[src/rtl/chess_pkg.sv]
// Shared piece encoding, FSM state type and board helpers for the chess move controller.
package chess_pkg;

  typedef struct packed {
    logic [2:0] ptype;
    logic       colour;
    logic       occ;
  } piece_t;

  localparam logic [2:0] PAWN   = 3'd1;
  localparam logic [2:0] KNIGHT = 3'd2;
  localparam logic [2:0] BISHOP = 3'd3;
  localparam logic [2:0] ROOK   = 3'd4;
  localparam logic [2:0] QUEEN  = 3'd5;
  localparam logic [2:0] KING   = 3'd6;

  localparam logic WHITE = 1'b0;
  localparam logic BLACK = 1'b1;

  localparam piece_t EMPTY = 5'b00000;

  typedef enum logic [3:0] {
    S_IDLE, S_RD_SRC, S_CHK_SRC, S_GEN_WAIT, S_ARMED,
    S_RD_DST, S_CHK_DST, S_WR_DST, S_WR_SRC, S_OVER
  } state_e;

  function automatic logic [5:0] sq_idx(input logic [2:0] row, input logic [2:0] col);
    return {row, col};
  endfunction

endpackage

[src/rtl/chess_move_controller_button_edge.sv]
// Raw button synchronizer with a registered one-cycle rising-edge pulse.
module button_edge #(
  parameter int unsigned SYNC_STAGES = 2
) (
  input  logic clk,
  input  logic reset,
  input  logic btn,
  output logic pulse
);

  logic [SYNC_STAGES-1:0] sync_q, sync_d;
  logic                   prev_q, prev_d;
  logic                   pulse_q, pulse_d;

  always_comb begin
    sync_d    = sync_q;
    sync_d[0] = btn;
    for (int unsigned i = 1; i < SYNC_STAGES; i++) sync_d[i] = sync_q[i-1];
    prev_d  = sync_q[SYNC_STAGES-1];
    pulse_d = sync_q[SYNC_STAGES-1] & ~prev_q;
  end

  always_ff @(posedge clk) begin
    if (!reset) begin
      sync_q  <= '0;
      prev_q  <= 1'b0;
      pulse_q <= 1'b0;
    end else begin
      sync_q  <= sync_d;
      prev_q  <= prev_d;
      pulse_q <= pulse_d;
    end
  end

  assign pulse = pulse_q;

endmodule

[src/rtl/chess_move_controller.sv]
// Move sequencer: select/place presses -> turn check, generator handshake, two board writes.
module chess_move_controller
  import chess_pkg::*;
#(
  parameter int unsigned SYNC_STAGES = 2,
  parameter int unsigned GEN_TIMEOUT = 255
) (
  input  logic        clk,
  input  logic        reset,
  input  logic        select,
  input  logic        place,
  input  logic [2:0]  rowNum,
  input  logic [2:0]  columnNum,
  output logic [5:0]  rd_addr,
  input  logic [4:0]  rd_data,
  output logic        wr_en,
  output logic [5:0]  wr_addr,
  output logic [4:0]  wr_data,
  output logic        gen_req,
  output logic [2:0]  gen_row,
  output logic [2:0]  gen_col,
  input  logic        gen_valid,
  input  logic [63:0] gen_mask,
  output logic        turn,
  output logic        sel_valid,
  output logic [2:0]  sel_row,
  output logic [2:0]  sel_col,
  output logic [63:0] move_mask,
  output logic        err,
  output logic        game_over,
  output logic        winner
);

  localparam int unsigned TW = $clog2(GEN_TIMEOUT + 1);

  logic sel_p, plc_p;

  button_edge #(.SYNC_STAGES(SYNC_STAGES)) u_sel_edge (
    .clk(clk), .reset(reset), .btn(select), .pulse(sel_p)
  );
  button_edge #(.SYNC_STAGES(SYNC_STAGES)) u_plc_edge (
    .clk(clk), .reset(reset), .btn(place), .pulse(plc_p)
  );

  state_e        state_q, state_d;
  logic [5:0]    src_q, src_d, dst_q, dst_d, rd_addr_q, rd_addr_d;
  piece_t        piece_q, piece_d;
  logic [63:0]   mask_q, mask_d;
  logic [TW-1:0] tmo_q, tmo_d;
  logic          sel_valid_q, sel_valid_d, turn_q, turn_d;
  logic          capture_q, capture_d, game_over_q, game_over_d;
  logic          winner_q, winner_d, err_q, err_d, gen_req_q, gen_req_d;
  piece_t        rd_piece, wr_piece;
  logic          promote;

  assign rd_piece = piece_t'(rd_data);

  always_comb begin
    state_d     = state_q;
    src_d       = src_q;
    dst_d       = dst_q;
    rd_addr_d   = rd_addr_q;
    piece_d     = piece_q;
    mask_d      = mask_q;
    tmo_d       = tmo_q;
    sel_valid_d = sel_valid_q;
    turn_d      = turn_q;
    capture_d   = capture_q;
    game_over_d = game_over_q;
    winner_d    = winner_q;
    err_d       = 1'b0;
    gen_req_d   = 1'b0;
    wr_en       = 1'b0;
    wr_addr     = '0;
    // A pawn reaching the far rank for its colour is written back as a queen.
    promote  = (piece_q.ptype == PAWN) &&
               (((piece_q.colour == WHITE) && (dst_q[5:3] == 3'd0)) ||
                ((piece_q.colour == BLACK) && (dst_q[5:3] == 3'd7)));
    wr_piece = piece_q;
    if (promote) wr_piece.ptype = QUEEN;
    wr_data = '0;

    case (state_q)
      S_IDLE: begin
        if (sel_p) begin
          src_d     = sq_idx(rowNum, columnNum);
          rd_addr_d = sq_idx(rowNum, columnNum);
          state_d   = S_RD_SRC;
        end else if (plc_p) begin
          err_d = 1'b1;
        end
      end
      S_RD_SRC: state_d = S_CHK_SRC;
      S_CHK_SRC: begin
        if (rd_piece.occ && (rd_piece.colour == turn_q)) begin
          piece_d   = rd_piece;
          gen_req_d = 1'b1;
          tmo_d     = '0;
          capture_d = 1'b0;
          state_d   = S_GEN_WAIT;
        end else begin
          err_d   = 1'b1;
          state_d = S_IDLE;
        end
      end
      S_GEN_WAIT: begin
        if (gen_valid) begin
          if (gen_mask == '0) begin
            err_d   = 1'b1;
            state_d = S_IDLE;
          end else begin
            mask_d      = gen_mask;
            sel_valid_d = 1'b1;
            state_d     = S_ARMED;
          end
        end else if (tmo_q == TW'(GEN_TIMEOUT - 1)) begin
          err_d   = 1'b1;
          state_d = S_IDLE;
        end else begin
          tmo_d = tmo_q + TW'(1);
        end
      end
      S_ARMED: begin
        if (plc_p) begin
          dst_d = sq_idx(rowNum, columnNum);
          if (mask_q[sq_idx(rowNum, columnNum)]) begin
            rd_addr_d = sq_idx(rowNum, columnNum);
            state_d   = S_RD_DST;
          end else begin
            err_d = 1'b1;
          end
        end else if (sel_p) begin
          mask_d      = '0;
          sel_valid_d = 1'b0;
          state_d     = S_IDLE;
        end
      end
      S_RD_DST: state_d = S_CHK_DST;
      S_CHK_DST: begin
        if (rd_piece.occ && (rd_piece.ptype == KING)) capture_d = 1'b1;
        state_d = S_WR_DST;
      end
      S_WR_DST: begin
        wr_en   = 1'b1;
        wr_addr = dst_q;
        wr_data = wr_piece;
        state_d = S_WR_SRC;
      end
      S_WR_SRC: begin
        wr_en       = 1'b1;
        wr_addr     = src_q;
        wr_data     = EMPTY;
        turn_d      = ~turn_q;
        sel_valid_d = 1'b0;
        mask_d      = '0;
        if (capture_q) begin
          game_over_d = 1'b1;
          winner_d    = turn_q;
          state_d     = S_OVER;
        end else begin
          state_d = S_IDLE;
        end
      end
      S_OVER: state_d = S_OVER;
      default: state_d = S_IDLE;
    endcase
  end

  always_ff @(posedge clk) begin
    if (!reset) begin
      state_q     <= S_IDLE;
      src_q       <= '0;
      dst_q       <= '0;
      rd_addr_q   <= '0;
      piece_q     <= EMPTY;
      mask_q      <= '0;
      tmo_q       <= '0;
      sel_valid_q <= 1'b0;
      turn_q      <= WHITE;
      capture_q   <= 1'b0;
      game_over_q <= 1'b0;
      winner_q    <= 1'b0;
      err_q       <= 1'b0;
      gen_req_q   <= 1'b0;
    end else begin
      state_q     <= state_d;
      src_q       <= src_d;
      dst_q       <= dst_d;
      rd_addr_q   <= rd_addr_d;
      piece_q     <= piece_d;
      mask_q      <= mask_d;
      tmo_q       <= tmo_d;
      sel_valid_q <= sel_valid_d;
      turn_q      <= turn_d;
      capture_q   <= capture_d;
      game_over_q <= game_over_d;
      winner_q    <= winner_d;
      err_q       <= err_d;
      gen_req_q   <= gen_req_d;
    end
  end

  assign rd_addr   = rd_addr_q;
  assign gen_req   = gen_req_q;
  assign gen_row   = src_q[5:3];
  assign gen_col   = src_q[2:0];
  assign turn      = turn_q;
  assign sel_valid = sel_valid_q;
  assign sel_row   = src_q[5:3];
  assign sel_col   = src_q[2:0];
  assign move_mask = mask_q;
  assign err       = err_q;
  assign game_over = game_over_q;
  assign winner    = winner_q;

endmodule

[config.mk]
export PLATFORM = sky130hd
export DESIGN_NAME = chess_move_controller
export DESIGN_NICKNAME = d
export VERILOG_FILES = /design/src/rtl/chess_pkg.sv /design/src/rtl/chess_move_controller_button_edge.sv /design/src/rtl/chess_move_controller.sv
export SDC_FILE = /design/constraint.sdc
export NUM_CORES = 1
export LEC_CHECK = 0
export ABC_AREA = 1
export CAP_MARGIN = 40
export CORE_MARGIN = 4
export CORE_UTILIZATION = 50
export DETAILED_ROUTE_END_ITERATION = 10
export PLACE_DENSITY = 0.85
export SLEW_MARGIN = 20
export SYNTH_ARGS = -nofsm -noshare
export SYNTH_HDL_FRONTEND = slang
export SYNTH_SLANG_ARGS = --single-unit
[constraint.sdc]
create_clock -name clk -period 5.2 [get_ports clk]
set_clock_uncertainty 0.05 [all_clocks]
set_input_delay 1.56 -clock clk [delete_from_list [all_inputs] [get_ports clk]]
set_output_delay 1.56 -clock clk [all_outputs]
set_load 0.005 [all_outputs]
==> summary.log, run 1 <==
INFO  run_status     result_of_the_run=completed
INFO  clocking       ctsHtreeMaxLevel=4
INFO  floorplan      die_height=114um
INFO  floorplan      io_pins=180
INFO  logic_synthesis netlist_top_cells_count=190 x sky130_fd_sc_hd__nand2_1, 114 x sky130_fd_sc_hd__dfxtp_1, 67 x sky130_fd_sc_hd__nand3_1, 54 x sky130_fd_sc_hd__nand2_2, 52 x sky130_fd_sc_hd__inv_1
INFO  timing         fin_setup_tns=0ns
INFO  placed_design  placedCellCount=1030
INFO  floorplan      initial_utilization=51.7%
INFO  clocking       post_cts_resize_count=0
INFO  power_and_ir_drop combPwrFrac=22.8%
INFO  placed_design  estimated_wirelength_of_the_detail_placed_design=11.8mm
INFO  grt            grt.overflow.total=0
INFO  power_and_ir_drop p_leak=0.00276uW
INFO  logic_synthesis post_synth_edffs=0
INFO  worst_setup_path crit_path_start_kind=input port
INFO  cells_and_area drive_gt1_share=17.6%
INFO  worst_setup_path worst_path_largest_cell_delay=0.43ns
INFO  placed_design  place.gp.congestion=0.891
INFO  logic_synthesis cell_count_after_synthesis=750
INFO  job            maxCapViolCount=0
INFO  clocking       clock_latency_of_the_later_clocked_register_in_the_worst_skew_pair=0.40ns
INFO  timing         finalSetupViolCount=0
INFO  detailed_routing initialDrtViolationCount=440
INFO  power_and_ir_drop power.total=2670uW
INFO  timing         slew_viol_final=0
INFO  power_and_ir_drop power_density=337nW/um^2
INFO  clocking       postCtsHoldBufs=0
INFO  worst_setup_path slowest_stage=sky130_fd_sc_hd__clkdlybuf4s50_1
INFO  grt            track_usage=26.1%
INFO  logic_synthesis synth.yosys.seq_area_share=40.4%
INFO  timing         post-route-period-util=73.4%
INFO  grt            grt_start_max_net_pins=41
INFO  logic_synthesis synth.avg_cell_area=7.54um^2
INFO  worst_setup_path worst-endpoint-arrival=4.10ns
INFO  worst_setup_path critPathKind=in2reg
INFO  worst_setup_path cp-end-kind=flip-flop
INFO  detailed_routing post-route-drc-count=0
INFO  power_and_ir_drop clock_network_fraction_of_design_power=41.3%
INFO  logic_synthesis yosysMostFrequentCell=sky130_fd_sc_hd__nand2_1
INFO  logic_synthesis post-synth-top-area-cell=sky130_fd_sc_hd__dfxtp_1
INFO  clocking       cts_sink_count=114
INFO  detailed_routing post_drt_wl_per_cell=15.9um
INFO  power_and_ir_drop p_sw=792uW
INFO  logic_synthesis post_synth_instance_area=5650um^2
INFO  logic_synthesis ys_seq_elements=114
INFO  power_and_ir_drop worst_ir_drop_vdd=210uV
INFO  cells_and_area finalNetCount=991
INFO  worst_setup_path timing.critical_path.cells=clkdlybuf4s50_1 > nor4_1 > nand4_1 > nor2_1 > nand2_1 > nand2_1 > nand2_1 > nand2_4 > buf_12 > nand2_1 > a21oi_1
INFO  timing         worst_pin_slew=0.615ns
INFO  clocking       tritoncts_buffer_count=17
INFO  detailed_routing postRouteWirelength=16.9mm
INFO  logic_synthesis synth_async_sr_flop_share=0%
INFO  floorplan      die_x=114um
INFO  clocking       clk_pin_slew=0.05ns
INFO  logic_synthesis ys.flop_type=sky130_fd_sc_hd__dfxtp_1
INFO  timing         min_period=3.82ns
INFO  clocking       clockRootBuffer=sky130_fd_sc_hd__clkbuf_16
INFO  clocking       post_cts_repair_timing_setup_buffer_count=0
INFO  floorplan      std_cell_rows=38
INFO  grt            grt_antenna_before_repair=0
INFO  worst_setup_path critical_path_fanouts_max=35
INFO  clocking       tritoncts=done
INFO  logic_synthesis synth-warning-count=0
INFO  timing         hold_violation_total_from_the_final_report=0
INFO  detailed_routing routed_vias=5641
INFO  worst_setup_path data_required_time_at_the_worst_endpoint=5.48ns
INFO  logic_synthesis synth.top_cell.area_share=40.4%
INFO  cells_and_area fin_cells=1062
INFO  floorplan      floorplan.core_area=10900um^2
INFO  worst_hold_path hold_path.class=reg2reg
INFO  timing         maxClockFrequency=262MHz
INFO  logic_synthesis syn_nets=832
INFO  power_and_ir_drop cellInternalPower=1880uW
INFO  logic_synthesis yosys-top-cells-area=sky130_fd_sc_hd__dfxtp_1 40%, sky130_fd_sc_hd__nand2_1 13%, sky130_fd_sc_hd__a21oi_2 7.9%
INFO  timing         maxSlewHeadroom=58.9%
INFO  detailed_routing detail-route-antenna-nets=0
INFO  power_and_ir_drop seq_power_share=35.9%
INFO  worst_setup_path cp_common_cell=sky130_fd_sc_hd__nand2_1
INFO  floorplan      design.die.area=13100um^2
INFO  grt            wire_length_of_the_first_global_routing_pass=27.2mm
INFO  placed_design  port-buffer-count=179
INFO  logic_synthesis synth_cell_types=39
INFO  clocking       cts_max_path_buffers=2
INFO  detailed_routing routed_via_density=5.31
INFO  cells_and_area area_delta_synth_final=40.1%
INFO  grt            via_count_of_the_first_global_routing_pass=5495
INFO  timing         fin_worst_hold_slack=0.338ns
INFO  timing         unrepaired_setup_endpoints_after_global_routing=no
INFO  cells_and_area antenna-diode-count=0
INFO  detailed_routing drt_first_pass_iters=5
INFO  power_and_ir_drop swShare=29.6%
==> worst paths after layout <==
| check | from | endpoint | slack [ns] | cells after the start |
|---|---|---|---|---|
| worst max-delay path | gen_mask[49] | move_mask[6] | 1.38 | 11 |
| worst max register to register | state_q[1] | move_mask[22] | 3.05 | 9 |
| worst min-delay path | u_sel_edge.prev_q | u_sel_edge.pulse | 0.34 | 1 |
| worst min register to register | u_sel_edge.prev_q | u_sel_edge.pulse | 0.34 | 1 |
==> power groups by stage <==
stage | logic (uW) | registers, uW | clock network (uW)
6_report | 608 | 958 | 1100
5_1_grt | 670 | 963 | 1160
4_1_cts | 607 | 958 | 1110
3_5_place_dp | 602 | 975 | 0
3_3_place_gp | 590 | 974 | 0
2_1_floorplan | 472 | 970 | 0
==> kinds of logic after synthesis <==
kind of cell               count (synthesis)  share of synthesized area (%)
buffers and inverters                    105                           10.3
and+or+nand+nor                          385                           31.8
AOI/OAI and AO/OA                        141                           16.6
DFF                                      114                           40.4
adders and majority gates                  2                          0.443
xor gates and xnor gates                   3                          0.465
==> critical path: cells and delay by family <==
kind            cells  cell delay [ns]
buf+inv             2             0.72
simple gates        8             1.67
compound gates      1             0.13
==> sequential cells by signal, indices dropped and copies added (netlist names) <==
signal             count
state_q                4
u_plc_edge.sync_q      2
sel_valid              1
tmo_q                  8
winner                 1
rd_addr                6
dst_q                  6
piece_q                5
u_sel_edge.sync_q      2
src_q                  6
gen_req                1
game_over              1
u_plc_edge.prev_q      1
u_plc_edge.pulse       1
turn                   1
u_sel_edge.pulse       1
capture_q              1
err                    1
u_sel_edge.prev_q      1
move_mask             64
==> routing by layer <==
layer  part of all wire, %  vias up  track usage [%]  routed length (um)
met5                     0        -                0                   0
met4                   2.7        0             10.1                 456
met3                   9.6       37             7.19                1610
met2                    47      255             42.4                7950
met1                    41     2589             32.9                6870
li1                      -     2760                -                   -
==> placed cells by master (no fill, tap or decap), drive strengths merged, types with 3 or more instances in the layout <==
cell type,count
a211oi,3
a21oi,101
buf,8
clkbuf,21
clkdlybuf4s50,179
clkinv,8
clkinvlp,3
dfxtp,114
inv,56
nand2,244
nand3,71
nand4,6
nor2,42
nor3,4
nor3b,5
nor4,12
o21ai,24
o22ai,8
==> area by class of cell <==
| cell class | instances | area, um^2 |
|---|---|---|
| tap | 140 | 175 |
| multi-input combinational | 531 | 2790 |
| clock inverter | 11 | 113 |
| fill | 841 | 3010 |
| timing repair buffer | 187 | 1890 |
| clock buffer | 21 | 450 |
| inverter | 58 | 221 |
| sequential | 114 | 2280 |
==> stage by stage <==
stage | worst slack [ns] | instance area, um^2 | utilization, %
6_report | 1.38 | 7920 | 72.5
3_3_place_gp | 1.15 | 7320 | 66.9
4_1_cts | 1.41 | 7920 | 72.5
2_1_floorplan | 2.34 | 5650 | -
3_5_place_dp | 1.09 | 7360 | 67.3
5_1_grt | 1.21 | 7920 | 72.5
No activity file was read; power rests on OpenSTA's default activity.
==> run 2: changes to the inputs <==
--- a/config.mk
+++ b/config.mk
@@ -8,9 +8,9 @@
 export ABC_AREA = 1
 export CAP_MARGIN = 40
 export CORE_MARGIN = 4
-export CORE_UTILIZATION = 50
+export CORE_UTILIZATION = 42
 export DETAILED_ROUTE_END_ITERATION = 10
-export PLACE_DENSITY = 0.85
+export PLACE_DENSITY = 0.77
 export SLEW_MARGIN = 20
 export SYNTH_ARGS = -nofsm -noshare
 export SYNTH_HDL_FRONTEND = slang
==> constraint.sdc (replaced) <==
create_clock -name clk -period 3.3 [get_ports clk]
set_clock_uncertainty 0.05 [all_clocks]
set_input_delay 0.99 -clock clk [delete_from_list [all_inputs] [get_ports clk]]
set_output_delay 0.99 -clock clk [all_outputs]
set_load 0.005 [all_outputs]
==> run 2 against run 1 <==
Final cell count is 3.7% higher. Cell area is 1.3% higher. Routed wire length is 2.3% lower. Combinational power is 64% higher. Utilization is 12 points lower. Critical path depth is 6 lower. Largest cell class unchanged. Count of clock-buffer cells in the layout is 1 higher.
==> summary.log, run 2 (synthesized netlist as in run 1, its figures left out) <==
INFO  cells_and_area layout_commonest_cell=sky130_fd_sc_hd__nand2_1
INFO  clocking       cts_sink_count=114
INFO  worst_setup_path cp-end-kind=primary output
INFO  floorplan      die_height=124um
INFO  detailed_routing initialDrtViolationCount=275
INFO  detailed_routing routed_vias=5544
INFO  cells_and_area stdcell_area=8030um^2
INFO  placed_design  dpl-instance-area=7450um^2
INFO  grt            grt_start_max_net_pins=71
INFO  worst_hold_path timing.hold.worst.start=u_plc_edge.prev_q
INFO  clocking       tritoncts_buffer_count=17
INFO  detailed_routing detail-route-antenna-nets=0
INFO  clocking       clockRootBuffer=sky130_fd_sc_hd__clkbuf_16
INFO  floorplan      die_x=124um
INFO  power_and_ir_drop worst_ir_drop_vdd=373uV
INFO  grt            grt_antenna_before_repair=0
INFO  clocking       cts_max_path_buffers=2
INFO  worst_setup_path critical_path_fanouts_max=10
INFO  worst_setup_path critPathKind=reg2out
INFO  worst_setup_path setup.reg_to_reg.worst_slack=1.19ns
INFO  floorplan      std_cell_rows=42
INFO  detailed_routing drt_first_pass_iters=5
INFO  power_and_ir_drop p_leak=0.00279uW
INFO  timing         unrepaired_setup_endpoints_after_global_routing=no
INFO  power_and_ir_drop seq_power_share=35.3%
INFO  cells_and_area area_delta_synth_final=42.0%
INFO  detailed_routing post-route-drc-count=0
INFO  worst_hold_path hold_path.class=reg2reg
INFO  cells_and_area finalCoreUtilization=60.9%
INFO  clocking       clk_pin_slew=0.06ns
INFO  power_and_ir_drop p_sw=1250uW
INFO  power_and_ir_drop clock_network_fraction_of_design_power=41.5%
INFO  timing         hold_violation_total_from_the_final_report=0
INFO  timing         slew_viol_final=0
INFO  job            maxCapViolCount=0
INFO  grt            via_count_of_the_first_global_routing_pass=5299
INFO  timing         maxClockFrequency=321MHz
INFO  clocking       post_cts_repair_timing_setup_buffer_count=0
INFO  grt            track_usage=21.7%
INFO  timing         min_period=3.11ns
INFO  cells_and_area antenna-diode-count=0
INFO  detailed_routing post_drt_wl_per_cell=15.0um
INFO  grt            wire_length_of_the_first_global_routing_pass=26.2mm
INFO  timing         worst_pin_slew=0.490ns
INFO  power_and_ir_drop combPwrFrac=23.3%
INFO  worst_setup_path worst-endpoint-arrival=2.07ns
INFO  floorplan      floorplan.core_area=13200um^2
INFO  worst_setup_path setup.worst_path.start=state_q[3]
INFO  clocking       clock_latency_of_the_later_clocked_register_in_the_worst_skew_pair=0.41ns
INFO  worst_setup_path data_required_time_at_the_worst_endpoint=2.26ns
INFO  timing         post-route-period-util=94.3%
INFO  detailed_routing postRouteWirelength=16.5mm
INFO  worst_hold_path number_of_stages_on_the_worst_hold_path=1
INFO  power_and_ir_drop cellInternalPower=3020uW
INFO  clocking       postCtsHoldBufs=0
INFO  timing         fin_setup_tns=0ns
INFO  cells_and_area drive_gt1_share=17.9%
INFO  power_and_ir_drop power_density=533nW/um^2
INFO  cells_and_area largest_register_ffs=64
INFO  placed_design  port-buffer-count=179
INFO  floorplan      io_pins=180
INFO  cells_and_area mostFrequentLayoutCells=189 x sky130_fd_sc_hd__nand2_1, 179 x sky130_fd_sc_hd__clkdlybuf4s50_1, 114 x sky130_fd_sc_hd__dfxtp_1
INFO  clocking       post_cts_resize_count=0
INFO  run_status     result_of_the_run=completed
INFO  timing         finalSetupViolCount=0
INFO  clocking       tritoncts=done
INFO  detailed_routing routed_via_density=5.04
INFO  placed_design  place.gp.congestion=0.861
INFO  power_and_ir_drop swShare=29.3%
INFO  floorplan      design.die.area=15400um^2
INFO  timing         maxSlewHeadroom=67.3%
INFO  worst_setup_path crit_path_start_kind=flip-flop
INFO  cells_and_area finalNetCount=994
INFO  floorplan      initial_utilization=42.9%
INFO  worst_setup_path reg2regPathDepth=9
INFO  placed_design  estimated_wirelength_of_the_detail_placed_design=11.8mm
INFO  worst_setup_path reg2reg_from=state_q[2]
INFO  clocking       ctsHtreeMaxLevel=4
INFO  grt            grt.overflow.total=0
## run 2: cell type report
cell class	count	area, um^2
clock buffer	22	464
clock inverter	10	109
fill	1184	5160
inverter	58	221
multi-input combinational	531	2800
sequential	114	2280
tap	176	220
timing repair buffer	190	1940
## run 2: per-stage QoR
stage	worst slack (ns)	instances	hold WS, ns	power, uW
finish	0.189	1101	0.334	4280
CTS	0.120	1101	0.335	4300
detailed placement	0.128	1069	0.328	2530
global route	0.0367	1101	0.339	4460
global placement	0.195	1069	0.325	2530
floorplan	1.01	750	0.318	2270
## run 2: per-layer routing
metal / track usage (%) / wire length [um] / up-vias
li1: - / - / 2777
met1: 27.8 / 7350 / 2551
met3: 4.68 / 1180 / 25
met4: 8.76 / 396 / 0
met5: 0 / 0 / -
met2: 35.6 / 7570 / 191
## run 2: path summary, 6_finish.rpt
path | endpoint
setup / recovery | wr_addr[5]
hold / removal | u_plc_edge.pulse
setup reg to reg | rd_addr[3]
hold reg to reg | u_plc_edge.pulse
## run 2: power by group through the flow
stage / clock, uW / sequential [uW] / combinational (uW)
final: 1770 / 1510 / 996
after global routing: 1840 / 1520 / 1100
after CTS: 1790 / 1510 / 1000
after detailed placement: 0 / 1540 / 997
after global placement: 0 / 1540 / 992
after floorplan: 0 / 1530 / 744
## run 2: critical path: stages, from the launching register on
cell	delay [ns]
sky130_fd_sc_hd__dfxtp_1	0.36
sky130_fd_sc_hd__inv_1	0.07
sky130_fd_sc_hd__nor2_1	0.17
sky130_fd_sc_hd__nand2_1	0.28
sky130_fd_sc_hd__o22ai_1	0.25
sky130_fd_sc_hd__clkdlybuf4s50_1	0.52
==> run 3: changes to the inputs <==
--- a/config.mk
+++ b/config.mk
@@ -6,11 +6,12 @@
 export NUM_CORES = 1
 export LEC_CHECK = 0
 export ABC_AREA = 1
-export CAP_MARGIN = 40
+export CAP_MARGIN = 10
 export CORE_MARGIN = 4
 export CORE_UTILIZATION = 42
 export DETAILED_ROUTE_END_ITERATION = 10
 export PLACE_DENSITY = 0.77
+export RECOVER_POWER = 50
 export SLEW_MARGIN = 20
 export SYNTH_ARGS = -nofsm -noshare
 export SYNTH_HDL_FRONTEND = slang
==> run 3 against run 2 <==
The flow now finishes with violations (capacitance limit, slew limit). First-iteration DRC count grew 17%. Clock power about the same. Global-route usage stayed put. Die area is the same. Utilization decreased by 0.20 points. Sequential share of layout area up 0.093 points. Critical path depth grew 1. Final cell count unchanged. Sequential power hardly changed. Power is 0.62% lower. Critical path type is now in2reg. Critical endpoint is now state_q[2]. Largest power group unchanged.
==> summary.log, run 3 (synthesized netlist as in run 1, its figures left out) <==
INFO  run_status     result_of_the_run=complete, but fails checks
INFO  run_status     violated_checks=capacitance limit, slew limit
INFO  clocking       cts_sink_count=114
INFO  floorplan      initial_utilization=42.9%
INFO  timing         post-route-period-util=93.6%
INFO  worst_hold_path hold_path.class=reg2reg
INFO  cells_and_area layout_commonest_cell=sky130_fd_sc_hd__nand2_1
INFO  cells_and_area fin_cells=1101
INFO  detailed_routing detail-route-antenna-nets=0
INFO  detailed_routing routed_via_density=5.06
INFO  placed_design  placedCellCount=1069
INFO  grt            grt.overflow.total=0
INFO  detailed_routing post_drt_wl_per_cell=14.9um
INFO  cells_and_area finalCoreUtilization=60.7%
INFO  worst_setup_path slowest_stage=sky130_fd_sc_hd__buf_2
INFO  floorplan      floorplan.core_area=13200um^2
INFO  floorplan      die_height=124um
INFO  placed_design  place.gp.congestion=0.861
INFO  detailed_routing post-route-drc-count=0
INFO  placed_design  port-buffer-count=179
INFO  worst_setup_path worst_path_largest_cell_delay=1.37ns
INFO  cells_and_area largest_register_ffs=64
INFO  power_and_ir_drop cellInternalPower=3000uW
INFO  cells_and_area drive_gt1_share=17.6%
INFO  cells_and_area area_delta_synth_final=41.5%
INFO  timing         finalSetupViolCount=0
INFO  worst_setup_path critical_path_fanouts_max=70
INFO  detailed_routing drt_first_pass_iters=5
INFO  power_and_ir_drop p_sw=1250uW
INFO  power_and_ir_drop power.total=4250uW
INFO  worst_setup_path timing.critical_path.cells=dlygate4sd3_1 > clkinv_2 > buf_2 > nor2_1 > nand2_1 > inv_1
INFO  timing         unrepaired_setup_endpoints_after_global_routing=no
INFO  grt            grt_start_max_net_pins=71
INFO  power_and_ir_drop seq_power_share=35.4%
INFO  clocking       ctsHtreeMaxLevel=4
INFO  placed_design  estimated_wirelength_of_the_detail_placed_design=11.8mm
INFO  timing         slew_viol_final=71
INFO  timing         hold_violation_total_from_the_final_report=0
INFO  floorplan      io_pins=180
INFO  cells_and_area antenna-diode-count=0
INFO  power_and_ir_drop power_density=531nW/um^2
INFO  clocking       clock_latency_of_the_later_clocked_register_in_the_worst_skew_pair=0.41ns
INFO  clocking       clockRootBuffer=sky130_fd_sc_hd__clkbuf_16
INFO  clocking       clk_pin_slew=0.05ns
INFO  timing         min_period=3.09ns
INFO  grt            grt_antenna_before_repair=0
INFO  power_and_ir_drop clock_network_fraction_of_design_power=41.6%
INFO  timing         worst_pin_slew=1.90ns
INFO  floorplan      design.die.area=15400um^2
INFO  floorplan      std_cell_rows=42
INFO  power_and_ir_drop swShare=29.3%
INFO  clocking       post_cts_repair_timing_setup_buffer_count=0
INFO  cells_and_area finalNetCount=994
INFO  timing         fin_setup_tns=0ns
INFO  detailed_routing routed_vias=5572
INFO  floorplan      die_x=124um
INFO  clocking       post_cts_resize_count=0
INFO  grt            wire_length_of_the_first_global_routing_pass=26.2mm
INFO  job            maxCapViolCount=1
INFO  clocking       cts_max_path_buffers=2
INFO  timing         maxSlewHeadroom=-26.5%
INFO  clocking       tritoncts_buffer_count=17
INFO  clocking       tritoncts=done
INFO  grt            track_usage=21.7%
INFO  power_and_ir_drop worst_ir_drop_vdd=372uV
INFO  detailed_routing initialDrtViolationCount=321
INFO  clocking       postCtsHoldBufs=0
INFO  worst_setup_path crit_path_start_kind=input port
INFO  worst_setup_path cp-end-kind=flip-flop
INFO  worst_setup_path critPathKind=in2reg
INFO  worst_setup_path setup.reg_to_reg.worst_slack=1.12ns
INFO  grt            via_count_of_the_first_global_routing_pass=5299
INFO  detailed_routing postRouteWirelength=16.5mm
INFO  power_and_ir_drop p_leak=0.00304uW
INFO  power_and_ir_drop combPwrFrac=22.9%
INFO  cells_and_area num-fill-cells=1187
INFO  worst_setup_path data_required_time_at_the_worst_endpoint=3.55ns
INFO  timing         maxClockFrequency=324MHz
INFO  cells_and_area mostFrequentLayoutCells=189 x sky130_fd_sc_hd__nand2_1, 114 x sky130_fd_sc_hd__dfxtp_1, 105 x sky130_fd_sc_hd__clkdlybuf4s50_1
INFO  worst_setup_path worst-endpoint-arrival=3.34ns
[run 3: changes by cell type in the layout (fill, tap and decap cells not counted), sizes merged]
cell	delta
buf	-1
clkbuf	+1
clkdlybuf4s50	-74
dlygate4sd3	+74
[run 3: path summary, 6_finish.rpt]
check                                       start          endpoint  depth (start not counted)
worst min-delay path            u_plc_edge.prev_q  u_plc_edge.pulse                          1
worst min register to register  u_plc_edge.prev_q  u_plc_edge.pulse                          1
worst max register to register         state_q[2]          tmo_q[7]                          9
worst max-delay path                        reset        state_q[2]                          6
[run 3: cell type report]
cell class	count	area (um^2)	area share, %
Clock inverter	10	109	1.36
Sequential cell	114	2280	28.5
Multi-Input combinational cell	531	2790	34.8
Inverter	58	221	2.77
Tap cell	176	220	2.75
Clock buffer	22	464	5.80
Timing Repair Buffer	190	1920	24.0
[run 3: per-layer routing]
layer | GRT usage, % | share of wire [%] | routed length (um)
met1 | 27.8 | 44 | 7210
met2 | 35.6 | 46 | 7610
met3 | 4.68 | 7.6 | 1250
met4 | 8.76 | 2.4 | 396
met5 | 0 | 0 | 0
[run 3: critical path, delay by kind of cell]
family        cells  cell delay [ns]
buf+inv           4             2.08
simple gates      2             0.25
[run 3: power groups by stage]
stage / logic, uW / clock network (uW) / registers (uW)
floorplan: 744 / 0 / 1530
global placement: 992 / 0 / 1540
detailed placement: 997 / 0 / 1540
CTS: 1000 / 1790 / 1510
global route: 1080 / 1840 / 1520
finish: 975 / 1770 / 1510
[run 3: metrics by stage]
stage	cell area [um^2]	hold slack [ns]	setup slack, ns
after CTS	8030	0.335	0.120
after global routing	8000	0.339	0.0367
after global placement	7450	0.325	0.195
final	8000	0.336	0.211
after floorplan	5650	0.318	1.01
after detailed placement	7450	0.328	0.128
